**src/rtl/progmem_loader_pkg.sv**
```systemverilog
// Shared types and constants for the program-memory loader.
package progmem_loader_pkg;

  typedef enum logic [2:0] {
    IDLE  = 3'd0,
    HI    = 3'd1,
    LO    = 3'd2,
    WRITE = 3'd3,
    CHECK = 3'd4,
    DONE  = 3'd5
  } loader_state_t;

  localparam int PROG_DEPTH = 32;
  localparam int PROG_LEN_W = 6;

endpackage

```
**src/rtl/progmem_loader.sv**
```systemverilog
// Byte-stream writer for the program memory: assembles {hi,lo} instructions,
// holds the CPU clock-enable low while loading and checks a trailing XOR sum.
module progmem_loader
  import progmem_loader_pkg::*;
#(
  parameter int ADDR_W  = 5,
  parameter int INSTR_W = 16,
  parameter int BYTE_W  = 8
) (
  input  logic               i_clk,
  input  logic               i_rst,
  input  logic               i_start,
  input  logic               i_abort,
  input  logic [ADDR_W:0]    i_len,
  input  logic [BYTE_W-1:0]  i_byte,
  input  logic               i_valid,
  output logic               o_ready,
  output logic               o_wr_en,
  output logic [ADDR_W-1:0]  o_wr_addr,
  output logic [INSTR_W-1:0] o_wr_data,
  output logic               o_cpu_ce,
  output logic               o_busy,
  output logic               o_done,
  output logic               o_error
);

  localparam int LEN_W = ADDR_W + 1;
  localparam logic [LEN_W-1:0] DEPTH = LEN_W'(1 << ADDR_W);

  loader_state_t      state, next;
  logic [BYTE_W-1:0]  hi;
  logic [BYTE_W-1:0]  csum;
  logic [ADDR_W-1:0]  addr;
  logic [LEN_W-1:0]   count;
  logic [LEN_W-1:0]   len;
  logic               xfer;
  logic               len_ok;
  logic               in_load;
  logic               next_load;

  assign xfer    = i_valid & o_ready;
  assign len_ok  = (i_len != '0) && (i_len <= DEPTH);
  assign in_load = (state == HI) || (state == LO) || (state == WRITE) || (state == CHECK);

  // Abort outranks any same-cycle transfer, which also drops a pending write.
  always_comb begin
    next = state;
    case (state)
      IDLE:    if (i_start) next = len_ok ? HI : DONE;
      HI:      if (i_abort) next = DONE; else if (xfer) next = LO;
      LO:      if (i_abort) next = DONE; else if (xfer) next = WRITE;
      WRITE:   if (i_abort) next = DONE;
               else next = (count + 1'b1 == len) ? CHECK : HI;
      CHECK:   if (i_abort || xfer) next = DONE;
      DONE:    next = IDLE;
      default: next = IDLE;
    endcase
  end

  assign next_load = (next == HI) || (next == LO) || (next == WRITE) || (next == CHECK);

  always_ff @(posedge i_clk or negedge i_rst) begin
    if (!i_rst) begin
      state     <= IDLE;
      o_ready   <= 1'b0;
      o_wr_en   <= 1'b0;
      o_wr_addr <= '0;
      o_wr_data <= '0;
      o_cpu_ce  <= 1'b1;
      o_busy    <= 1'b0;
      o_done    <= 1'b0;
      o_error   <= 1'b0;
      hi        <= '0;
      csum      <= '0;
      addr      <= '0;
      count     <= '0;
      len       <= '0;
    end else begin
      // Status outputs are registered views of the state being entered.
      state    <= next;
      o_ready  <= (next == HI) || (next == LO) || (next == CHECK);
      o_wr_en  <= (next == WRITE);
      o_busy   <= next_load;
      o_cpu_ce <= !next_load;
      o_done   <= (next == DONE);

      case (state)
        IDLE: if (i_start) begin
          if (len_ok) begin
            len     <= i_len;
            addr    <= '0;
            count   <= '0;
            csum    <= '0;
            o_error <= 1'b0;
          end else begin
            o_error <= 1'b1;
          end
        end
        HI: if (!i_abort && xfer) begin
          hi   <= i_byte;
          csum <= csum ^ i_byte;
        end
        LO: if (!i_abort && xfer) begin
          o_wr_data <= {hi, i_byte};
          o_wr_addr <= addr;
          csum      <= csum ^ i_byte;
        end
        WRITE: begin
          addr  <= addr + 1'b1;
          count <= count + 1'b1;
        end
        CHECK: if (!i_abort && xfer) o_error <= (i_byte != csum);
        default: ;
      endcase

      if (in_load && i_abort) o_error <= 1'b1;
    end
  end

endmodule
```
**config.mk**
```make
export PLATFORM = sky130hd
export DESIGN_NAME = progmem_loader
export DESIGN_NICKNAME = d
export VERILOG_FILES = /design/src/rtl/progmem_loader_pkg.sv /design/src/rtl/progmem_loader.sv
export SDC_FILE = /design/constraint.sdc
export NUM_CORES = 1
export LEC_CHECK = 0
export CORE_ASPECT_RATIO = 0.8
export CORE_MARGIN = 3
export CORE_UTILIZATION = 47
export CTS_CLUSTER_DIAMETER = 40
export DETAILED_ROUTE_END_ITERATION = 16
export PLACE_DENSITY = 0.74
export SLEW_MARGIN = 20
export SYNTH_ARGS = -nofsm -noshare
export SYNTH_HDL_FRONTEND = slang
export SYNTH_SLANG_ARGS = --single-unit
```
**constraint.sdc**
```tcl
create_clock -name i_clk -period 6.6 [get_ports i_clk]
set_input_delay 1.32 -clock i_clk [delete_from_list [all_inputs] [get_ports i_clk]]
set_output_delay 1.32 -clock i_clk [all_outputs]
set_load 0.02 [all_outputs]
```
==> results.md <==
- DR vias/cell: approximately 5.4
- Met1 WL: between 3 and 4 mm
- Worst skew pair latency: 0.35 ns
- Stages on worst setup path: 7
- CP Capture Type: flop
- Hold-fix buffer count after cts: 0
- Initial Util: 0.5057
- Total GRT Usage: 0.1821
- Worst path max stage delay: between 0.6 and 0.7 ns
- Final GP Congestion: 0.8082
- Largest net degree at the start of global routing: 64
- Outcome: complete, no violations
- Rows: 25
- Resize count post-CTS: 0
- Min Tclk post-route: ~3.8 ns
- Syn Nets: 293
- CP max stage cell: or2_1
- Clock Path Buffers: 2
- XOR/XNOR share of the synthesized area: 0.03390
- Setup tns final: 0 ns
- Io pins: 46
- Synth Area in Simple Gates: 0.1691
- Post-CTS setup buffers: 0
- Proportion of synthesized chip area in sequential cells: 0.5089
- Antenna Violating Nets Remaining: 0
- Multi-input gate area: ~1400 sq um
- Vias: 2192
- Post-Syn Area: 3100 sq um
- EDFF count, synth: 0
- Worst vdd ir: about 0.24 mV
- DRT Wirelength: roughly 6.4 mm
- DP HPWL: roughly 4.3 mm
- P&R area growth vs syn: 22.40%
- Htree depth: 3
- Die Wd: 96.81 um
- F_max: 261.9 MHz
- Inserted Diodes: 0
- Total power: 0.001788 W
- Dominant cell by count in the synthesized netlist: dfrtp_1
- Nets: 340
- Worst-path cell chain: clkdlybuf4s50_1 -> a21oi_1 -> a21oi_1 -> o211ai_1 -> or2_1 -> clkinv_1 -> mux2_2
- Routed WL per cell: between 15 and 20 um
- Top cells by count, synth: 62 x dfrtp_1, 34 x mux2_2, 22 x o21ai_0
- Worst slew pin tran: 0.9178 ns
- FILL cells: just over 500
- Critical path class: in -> reg
- Met2 wire length: just under 3 mm
- Top Family by Delay on Critical Path: buffers and inverters
- WHS Path Cells: 1
- Final Setup Violations: 0
- Synth Area in Adders: 0.008071
- CTS root buf: clkbuf_8
- First-pass GRT wire length: between 10 and 15 mm
- Final Max Slew Viols: 0
- # DRC: 0
- Synth area leaders: dfrtp_1 50%, mux2_2 12%, o21ai_0 3.6%, or2b_2 2.8%, a22o_1 2.3%
- Synth area leader: dfrtp_1
- Slew headroom: 0.3848
- Leakage: ~1.6 nW
- Async set-reset flop share out of synthesis: 1.000
- Max layer used: met4
- Buffers on Ports: 45
- RSZ-0062 raised after global routing: no
- CTS buffer count: 9
- Most used cell, CP: a21oi_1
- YS warnings: 0
- Synth Instances: roughly 270
- Core area: 6131 sq um
- Critical Path Source Type: input pin
- Syn avg cell area: roughly 11 sq um
- Crit Path Max Fanout: 17
- CP bufs+invs: 2
- Share of cells above drive strength 1: 0.2160
- Main combinational cell family by area after synthesis: simple AND/OR/NAND/NOR gates
- Routed wl met3: 270 um
- Hold Slack: approximately 0.50 ns
- DR pass1 iterations: 4
- Worst r2r path cells: 6
- Post-synth top area share: 0.5004
- Detailed Route Iter0 Violations: 122
- Sequential cell area: roughly 1600 sq um
- Post-synthesis compound-gate area fraction: 0.1223
- Max-capacitance violation count: 0
- Required @ worst endpoint: 6.83 ns
- CTS tree: yes
- Post-synth cell types: 50
- Tcrit/Tclk final: 0.5786
- Post-synthesis mux area share: 0.1271
- Critical Path AT: roughly 4.1 ns
- Worst-path clk slew: ~0.070 ns
- Total gr overflow: 0
- Final hold violation count: 0
- Final Skew: 0.007738 ns
- Clock sinks: 63
- Die area: approximately 7600 sq um
- Yosys reg bits: 63
- Vias in the first global route: around 2.2k
- Initial antenna violation count: 0
- Cell Pwr Density: around 470 nW/um^2
- Worst hold path class: reg -> reg
- Ys flop type: dfrtp_1
- Die H: between 70 and 80 um
==> layout by cell type, fill, tap and decap left out, types with 8 or more instances in the layout <==
cell type	n
mux2_2	34
nor2_1	15
clkbuf_8	9
or2b_2	10
a21oi_1	11
a22o_1	8
nand2_1	18
dfrtp_1	62
clkdlybuf4s50_1	44
o21ai_0	22
xor2_1	8
==> kinds of logic after synthesis <==
| logic type | after synthesis |
|---|---|
| and+or+nand+nor | 86 |
| DFF | 63 |
| AOI/OAI and AO/OA | 58 |
| muxes | 35 |
| buffers and inverters | 16 |
| xor gates and xnor gates | 12 |
| adders and majority gates | 2 |
==> through the flow <==
| step | area (sq um) | std cells | worst slack (ns) | utilization |
|---|---|---|---|---|
| after global routing | 3795 | 405 | 2.518 | 0.6190 |
| after detailed placement | 3582 | 389 | 2.387 | 0.5843 |
| after CTS | 3795 | 405 | 2.751 | 0.6190 |
| after global placement | 3582 | 389 | 2.476 | 0.5843 |
| final | 3795 | 405 | 2.781 | 0.6190 |
| after floorplan | 3100 | 272 | 3.527 | - |
==> worst paths after layout <==
check                          from             to  slack [ns]
max                         i_abort  o_wr_data[13]        2.78
min                         o_error        o_error        0.50
max reg2reg                state[2]  o_wr_data[13]        3.91
min reg2reg                 o_error        o_error        0.50
max in group asynchronous     i_rst          hi[2]        4.94
min in group asynchronous     i_rst          hi[6]        1.13
==> state kept, by name, indices dropped and copies added (netlist names) <==
signal,count
o_error,1
state,3
o_wr_en,1
o_done,1
o_wr_addr,5
addr,5
o_cpu_ce,1
count,6
len,6
o_ready,1
csum,8
o_busy,1
hi,8
o_wr_data,16
==> layout make-up <==
| cell class | instances | area share |
|---|---|---|
| inverters | 6 | 0.005935 |
| repair buffers | 46 | 0.1194 |
| clock buffers | 10 | 0.03363 |
| flip-flops and latches | 63 | 0.4158 |
| clock inverters | 6 | 0.02242 |
| multi-input cells | 193 | 0.3762 |
| well taps | 81 | 0.02671 |
==> per-layer routing <==
metal | up-vias | GRT usage
li1 | 1066 | -
met4 | 0 | 0.05750
met3 | 6 | 0.06927
met1 | 1074 | 0.2439
met2 | 46 | 0.2741
met5 | - | 0
==> power by group <==
group / internal, W / leakage (nW) / switching, W
combinational: 0.000375 / 0.732 / 0.000345
clock: 0.000211 / 0.102 / 0.000152
sequential: 0.000564 / 0.795 / 0.000141
total: 0.00115 / 1.63 / 0.000638
No activity file was read; power rests on OpenSTA's default activity.
